$ cat src/rtl/c7bbiu_axi_rd_engine.sv
// rtl/c7bbiu_axi_rd_engine.sv - AXI read-channel engine, one outstanding burst per source
//
// Purpose:
//   Sits between the read arbiter and the external AXI AR/R channels. Requests are
//   captured into a stable AR holding register. Each source may have one burst in
//   flight. Returned beats are counted against the issued len and are routed back
//   to their source through registered outputs. Completion and error status are
//   reported per source.
//
// Ports:
//   clk, resetn             clock, synchronous active-low reset
//   req_*                   request handshake from the arbiter (val/ready, src, addr, len, size, burst)
//   ext_biu_ar_ready        AR channel ready from the fabric
//   biu_ext_ar_*            registered AR channel (valid, id=source, addr, len, size, burst)
//   biu_ext_r_ready         R channel ready, always 1
//   ext_biu_r_*             R channel from the fabric (valid, id, data, last, resp)
//   rd_data, rd_data_val    registered beat data and its one-hot per-source valid
//   rd_data_last            registered beat is the one that ends the burst
//   rd_done, rd_err         per-source completion pulse and its error qualifier
//   rd_unexp_id             pulse when a beat arrived for an idle or unknown id
//   rd_outst_cnt            number of sources with a burst in flight

module c7bbiu_axi_rd_engine #(
   parameter int ADDR_W  = 32,
   parameter int DATA_W  = 32,
   parameter int ID_W    = 4,
   parameter int NUM_SRC = 2,
   parameter int SRC_W   = 1
) (
   input  logic                clk,
   input  logic                resetn,
   input  logic                req_val,
   output logic                req_ready,
   input  logic [SRC_W-1:0]    req_src,
   input  logic [ADDR_W-1:0]   req_addr,
   input  logic [7:0]          req_len,
   input  logic [2:0]          req_size,
   input  logic [1:0]          req_burst,
   input  logic                ext_biu_ar_ready,
   output logic                biu_ext_ar_valid,
   output logic [ID_W-1:0]     biu_ext_ar_id,
   output logic [ADDR_W-1:0]   biu_ext_ar_addr,
   output logic [7:0]          biu_ext_ar_len,
   output logic [2:0]          biu_ext_ar_size,
   output logic [1:0]          biu_ext_ar_burst,
   output logic                biu_ext_r_ready,
   input  logic                ext_biu_r_valid,
   input  logic [ID_W-1:0]     ext_biu_r_id,
   input  logic [DATA_W-1:0]   ext_biu_r_data,
   input  logic                ext_biu_r_last,
   input  logic [1:0]          ext_biu_r_resp,
   output logic [DATA_W-1:0]   rd_data,
   output logic [NUM_SRC-1:0]  rd_data_val,
   output logic                rd_data_last,
   output logic [NUM_SRC-1:0]  rd_done,
   output logic [NUM_SRC-1:0]  rd_err,
   output logic                rd_unexp_id,
   output logic [SRC_W:0]      rd_outst_cnt
);

   // AR holding register
   logic                r_ar_valid;
   logic [SRC_W-1:0]    r_ar_src;
   logic [ADDR_W-1:0]   r_ar_addr;
   logic [7:0]          r_ar_len;
   logic [2:0]          r_ar_size;
   logic [1:0]          r_ar_burst;

   // Per-source burst tracking
   logic [NUM_SRC-1:0]  r_src_busy;
   logic [7:0]          r_src_len  [NUM_SRC];
   logic [7:0]          r_beat_cnt [NUM_SRC];
   logic [NUM_SRC-1:0]  r_err_acc;

   // Registered return path
   logic [DATA_W-1:0]   r_rd_data;
   logic [NUM_SRC-1:0]  r_rd_data_val;
   logic                r_rd_data_last;
   logic [NUM_SRC-1:0]  r_rd_done;
   logic [NUM_SRC-1:0]  r_rd_err;
   logic                r_rd_unexp_id;
   logic [SRC_W:0]      r_outst_cnt;

   logic                w_req_busy;
   logic                w_req_src_ok;
   logic                w_accept;
   logic [NUM_SRC-1:0]  w_hit;
   logic [NUM_SRC-1:0]  w_cnt_eq;
   logic [NUM_SRC-1:0]  w_final;
   logic [NUM_SRC-1:0]  w_err_now;
   logic                w_unexp;
   logic                w_resp_err;
   logic                w_any_final;
   logic [SRC_W:0]      w_outst_nxt;

   // Busy lookup for the requesting source; an index beyond NUM_SRC is never accepted
   always_comb begin
      w_req_busy   = 1'b0;
      w_req_src_ok = 1'b0;
      for (int i = 0; i < NUM_SRC; i++) begin
         if (req_src == SRC_W'(i)) begin
            w_req_busy   = r_src_busy[i];
            w_req_src_ok = 1'b1;
         end
      end
   end

   assign req_ready = (~r_ar_valid | ext_biu_ar_ready) & ~w_req_busy & w_req_src_ok & resetn;
   assign w_accept  = req_val & req_ready;

   assign w_resp_err = (ext_biu_r_resp != 2'b00);

   // A burst ends on the counted final beat or an early r_last, whichever comes first
   always_comb begin
      w_hit     = '0;
      w_cnt_eq  = '0;
      w_final   = '0;
      w_err_now = '0;
      for (int i = 0; i < NUM_SRC; i++) begin
         w_hit[i]     = ext_biu_r_valid & (ext_biu_r_id == ID_W'(i)) & r_src_busy[i];
         w_cnt_eq[i]  = (r_beat_cnt[i] == r_src_len[i]);
         w_final[i]   = w_hit[i] & (w_cnt_eq[i] | ext_biu_r_last);
         w_err_now[i] = r_err_acc[i] | w_resp_err | (ext_biu_r_last != w_cnt_eq[i]);
      end
   end

   assign w_unexp     = ext_biu_r_valid & ~(|w_hit);
   assign w_any_final = |w_final;

   // Accept and completion in the same cycle cancel out
   always_comb begin
      w_outst_nxt = r_outst_cnt;
      if (w_accept && !w_any_final) begin
         if (r_outst_cnt < (SRC_W+1)'(NUM_SRC)) begin
            w_outst_nxt = r_outst_cnt + 1'b1;
         end
      end else if (!w_accept && w_any_final) begin
         if (r_outst_cnt != '0) begin
            w_outst_nxt = r_outst_cnt - 1'b1;
         end
      end
   end

   always_ff @(posedge clk) begin
      if (!resetn) begin
         r_ar_valid     <= 1'b0;
         r_ar_src       <= '0;
         r_ar_addr      <= '0;
         r_ar_len       <= '0;
         r_ar_size      <= '0;
         r_ar_burst     <= '0;
         r_src_busy     <= '0;
         r_err_acc      <= '0;
         for (int i = 0; i < NUM_SRC; i++) begin
            r_src_len[i]  <= '0;
            r_beat_cnt[i] <= '0;
         end
         r_rd_data      <= '0;
         r_rd_data_val  <= '0;
         r_rd_data_last <= 1'b0;
         r_rd_done      <= '0;
         r_rd_err       <= '0;
         r_rd_unexp_id  <= 1'b0;
         r_outst_cnt    <= '0;
      end else begin
         // A new accept keeps valid high so back-to-back requests issue without a bubble
         if (w_accept) begin
            r_ar_valid <= 1'b1;
            r_ar_src   <= req_src;
            r_ar_addr  <= req_addr;
            r_ar_len   <= req_len;
            r_ar_size  <= req_size;
            r_ar_burst <= req_burst;
         end else if (ext_biu_ar_ready) begin
            r_ar_valid <= 1'b0;
         end

         // Accept and beat for the same source cannot coincide: accept requires ~busy
         for (int i = 0; i < NUM_SRC; i++) begin
            if (w_accept && (req_src == SRC_W'(i))) begin
               r_src_busy[i] <= 1'b1;
               r_src_len[i]  <= req_len;
               r_beat_cnt[i] <= '0;
               r_err_acc[i]  <= 1'b0;
            end else if (w_hit[i]) begin
               r_beat_cnt[i] <= r_beat_cnt[i] + 8'd1;
               r_err_acc[i]  <= r_err_acc[i] | w_resp_err;
               if (w_final[i]) begin
                  r_src_busy[i] <= 1'b0;
               end
            end
         end

         if (|w_hit) begin
            r_rd_data <= ext_biu_r_data;
         end
         r_rd_data_val  <= w_hit;
         r_rd_data_last <= w_any_final;
         r_rd_done      <= w_final;
         r_rd_err       <= w_final & w_err_now;
         r_rd_unexp_id  <= w_unexp;
         r_outst_cnt    <= w_outst_nxt;
      end
   end

   assign biu_ext_ar_valid = r_ar_valid;
   assign biu_ext_ar_id    = ID_W'(r_ar_src);
   assign biu_ext_ar_addr  = r_ar_addr;
   assign biu_ext_ar_len   = r_ar_len;
   assign biu_ext_ar_size  = r_ar_size;
   assign biu_ext_ar_burst = r_ar_burst;
   assign biu_ext_r_ready  = 1'b1;

   assign rd_data      = r_rd_data;
   assign rd_data_val  = r_rd_data_val;
   assign rd_data_last = r_rd_data_last;
   assign rd_done      = r_rd_done;
   assign rd_err       = r_rd_err;
   assign rd_unexp_id  = r_rd_unexp_id;
   assign rd_outst_cnt = r_outst_cnt;

endmodule
$ cat config.mk
export PLATFORM = sky130hd
export DESIGN_NAME = c7bbiu_axi_rd_engine
export DESIGN_NICKNAME = d
export VERILOG_FILES = /design/src/rtl/c7bbiu_axi_rd_engine.sv
export SDC_FILE = /design/constraint.sdc
export NUM_CORES = 1
export LEC_CHECK = 0
export CELL_PAD_IN_SITES_DETAIL_PLACEMENT = 1
export CELL_PAD_IN_SITES_GLOBAL_PLACEMENT = 2
export CORE_ASPECT_RATIO = 0.6
export CORE_MARGIN = 1
export CORE_UTILIZATION = 26
export CTS_BUF_LIST = sky130_fd_sc_hd__clkbuf_8 sky130_fd_sc_hd__clkbuf_16
export DETAILED_ROUTE_END_ITERATION = 10
export GPL_TIMING_DRIVEN = 0
export PLACE_DENSITY = 0.91
export RECOVER_POWER = 25
export SLEW_MARGIN = 15
export SYNTH_ARGS = -nofsm -noshare
export SYNTH_HDL_FRONTEND = slang
export SYNTH_SLANG_ARGS = --single-unit
$ cat constraint.sdc
create_clock -name clk -period 3.61 [get_ports clk]
set_clock_uncertainty 0.2 [all_clocks]
set_input_delay 0.722 -clock clk [delete_from_list [all_inputs] [get_ports clk]]
set_output_delay 0.722 -clock clk [all_outputs]
set_load 0.05 [all_outputs]
==> summary.md <==
| Metric | Value |
|---|---|
| Die Outline Area | 20400 sq um |
| Antenna viol nets, final | 0 |
| Post-synthesis average cell area | ~9.4 sq um |
| Via count of the routed design | around 4700 |
| Clock insertion delay at the later pin of the skew report | between 400 and 500 ps |
| Largest net degree at the start of global routing | 20 |
| Critical Path Sink Type | output pin |
| Fin crit period | 3410 ps |
| Number of buffer and inverter stages on the critical path | 4 |
| Power per unit of standard cell area | between 400 and 500 nW/um^2 |
| Critical register-to-register path endpoint | rd_outst_cnt[0]$_SDFFE_PN0P_ |
| Post-synth top area share | 0.361 |
| Average detailed-routed wire length per instance | 16.4 microns |
| Area added between synthesis and finish | 52.7% |
| Rows | 39 |
| Final routed DRC violation total | 0 |
| Via count of the first global-routing pass | about 4800 |
| Count of final setup violators | 0 |
| Routability congestion estimate | 0.769 |
| Cells along the critical path | clkdlybuf4s50_1 > clkbuf_2 > clkbuf_4 > and3_1 > clkdlybuf4s15_2 |
| Critical path startpoint category | input port |
| VDD IR max | roughly 190 uV |
| Die height | 111 microns |
| Gate family responsible for the most delay along the worst path | buffers and inverters |
| Hold Path Cell Cnt | 2 |
| GR Util All Layers | 0.170 |
| Top post-synthesis cells by area | dfxtp_1 (36%), edfxtp_1 (19%), nand2_1 (8.6%) |
| Most common flop cell mapped by yosys | dfxtp_1 |
| Number of endpoints with negative hold slack in the final report | 0 |
| Min-Delay Path Class | flip-flop to flip-flop |
| Maximum Capacitance Violations | 0 |
| I/O pin count | roughly 180 |
| Slew headroom | 0.421 |
| Fillers | ~2200 |
| Total wirelength of the detailed-routed design | around 17 mm |
| Antenna violations before repair | 1 |
| Worst-case clock buffer depth | 2 |
| Max H-tree Level | 4 |
| # clock sinks | 125 |
| Critical path class | input port to output pin |
| Run status | finished, final reports clean |
| Netlist area before placement | 5160 sq um |
| Total leakage power | a little under 0.003 uW |
| Fraction of layout cells with a size suffix above 1 | 0.0566 |
| Initial cell density of the core | 0.269 |
| Global-route congestion overflow total | 0 |
| I/O Buffers | 179 |
| Share of synthesized area occupied by flip-flops and latches | 0.547 |
| Data required, critical path | around 2700 ps |
| Fin nets | 842 |
| Number of cells produced by synthesis | between 500 and 600 |
| Clk pin slew, worst setup/hold paths | roughly 50 ps |
| Reg2Reg Launch Point | r_beat_cnt[0][2]$_SDFFCE_PN0P_ |
| Biggest cell delay along the critical path | 580 ps |
| CORE AREA | 19200 sq um |
| Post-synth top area cell | dfxtp_1 |
| Pre-CTS setup slack | -868 ps |
| Largest fanout on the critical path | 10 |
| Warnings, synthesis | 0 |
| Final max-slew violation count | 0 |
| Worst Path Arrival | 2480 ps |
| Cell with the biggest individual delay on the critical path | clkdlybuf4s50_1 |
| Drt initial violations | roughly 180 |
| Number of flip-flops and latches in the synthesized netlist | approximately 130 |
| TritonCTS Buffers | 17 |
| Distinct cell type count of the synthesized netlist | 41 |
| Total power after layout | 3870 uW |
| Number of iterations in the first detailed-routing pass | 4 |
| Global-route wire length before repair | between 20 and 30 mm |
| Hold Crit Start | rd_data[18]$_SDFFE_PN0P_ |
| Post-CTS Repair Setup Buffers | 0 |
| RSZ-0062 raised after global routing | false |
| Min setup slack post-route | roughly 200 ps |
| Peak Freq | just under 0.3 GHz |
| Period utilisation layout | 0.944 |
| Worst hold path endpoint | rd_data[18]$_SDFFE_PN0P_ |
| Register-to-register path setup slack | about 490 ps |
| Die span in x | 184 microns |
| Antenna diode count | 0 |
| TritonCTS clock tree | yes |
| Post-layout utilization of the core | 0.410 |
| Number of cells on the worst reg-to-reg path | 11 |
| Post-Route Setup TNS | 0 ps |
| CTS root buf | clkbuf_16 |
| Number of enable-type register cells in the synthesized netlist | 32 |
| Least-Margin Pin Slew | between 800 and 900 ps |
| DP Wirelength | 12.6 mm |
| Vias/cell | 4.56 |
| Share of async-settable or async-resettable flops after synthesis | 0 |
## cell usage after synthesis, types with 4 or more instances
cell type / instances
a21oi_1: 7
buf_4: 8
clkbuf_1: 30
dfxtp_1: 93
edfxtp_1: 32
ha_1: 5
inv_1: 18
mux2i_1: 33
nand2_1: 118
nand3_1: 9
nand4_1: 47
nor2_1: 16
nor3_1: 6
nor4_1: 4
o21ai_0: 53
or3_1: 8
xor2_1: 21
## cells by family after synthesis
kind of cell | count (synthesis) | share of synthesized area
and+or+nand+nor | 223 | 0.204
buffers and inverters | 63 | 0.0538
other | 2 | 0.00145
xor gates and xnor gates | 23 | 0.0390
AOI/OAI and AO/OA | 73 | 0.0790
DFF | 125 | 0.547
adders and majority gates | 5 | 0.0121
muxes | 33 | 0.0640
## per-stage QoR
stage	instance area [sq um]	cells	hold WS, ps
4_1_cts	7920	1026	259
2_1_floorplan	5170	549	238
5_1_grt	7880	1026	268
3_3_place_gp	7290	994	243
6_report	7880	1026	253
3_5_place_dp	7310	995	249
## registers in the layout (all words and copies together) (netlist names), 2 cells and up
register / flops
rd_done: 2
r_beat_cnt: 16
r_src_len: 16
biu_ext_ar_addr: 32
biu_ext_ar_size: 3
biu_ext_ar_len: 8
rd_data_val: 2
biu_ext_ar_burst: 2
rd_err: 2
r_err_acc: 2
r_src_busy: 2
rd_outst_cnt: 2
rd_data: 32
## report_power, final
group          internal, uW  switching [uW]
Clock                  1100             637
Sequential             1510            47.8
Combinational           223             352
## placed cells by master (no fill, tap or decap), types with 2 or more instances in the layout
cell type / count
a21oi_1: 8
a31oi_1: 3
and3_1: 3
buf_2: 2
buf_4: 7
clkbuf_1: 32
clkbuf_16: 20
clkbuf_4: 2
clkbuf_8: 2
clkdlybuf4s50_1: 167
clkinvlp_4: 2
conb_1: 4
dfxtp_1: 93
dlygate4sd3_1: 11
edfxtp_1: 32
ha_1: 5
inv_1: 21
inv_4: 3
mux2i_1: 33
nand2_1: 118
nand2b_1: 3
nand3_1: 9
nand4_1: 47
nor2_1: 16
nor2b_1: 3
nor3_1: 7
nor4_1: 4
o21a_1: 2
o21ai_0: 53
or3_1: 8
xnor2_1: 2
xor2_1: 21
## layout make-up
class                           count  area (sq um)  area share
Sequential cell                   125          2820       0.358
Multi-Input combinational cell    361          2050       0.260
Timing Repair Buffer              180          1800       0.228
Clock buffer                       22           528      0.0670
Tap cell                          266           333      0.0422
Buffer                             44           203      0.0257
Clock inverter                     10          80.1      0.0102
Inverter                           18          67.6     0.00857
## layer usage
metal	vias up	share of wire	GRT usage
li1	2299	-	-
met1	2241	0.47	0.226
met2	127	0.44	0.252
met3	8	0.088	0.0726
met4	2	0.0034	0.0400
met5	-	0.00077	0
## how the worst max path moves through the flow
| stage | start | endpoint | slack (ps) | depth (start not counted) |
|---|---|---|---|---|
| floorplan | req_src | req_ready | 720 | 4 |
| global placement | resetn | req_ready | -860 | 5 |
| detailed placement | resetn | req_ready | -870 | 5 |
| CTS | resetn | req_ready | 30 | 5 |
| global route | resetn | req_ready | 70 | 5 |
| finish | resetn | req_ready | 200 | 5 |
## what timing repair did
item / 4_1_cts / 5_1_grt
cloned: 0 / 0
endpoints found under the setup margin: 1 / 1
pin swaps: 0 / 0
hold buffers: 0 / 0
resized for setup: 6 / 4
## tightest hold or removal path, delay by kind of cell, from the launching register on
family | cells | cell delay, ps
mux | 1 | 50
simple gates | 1 | 50
flops | 1 | 300
Power figures use the tool's default switching activity.
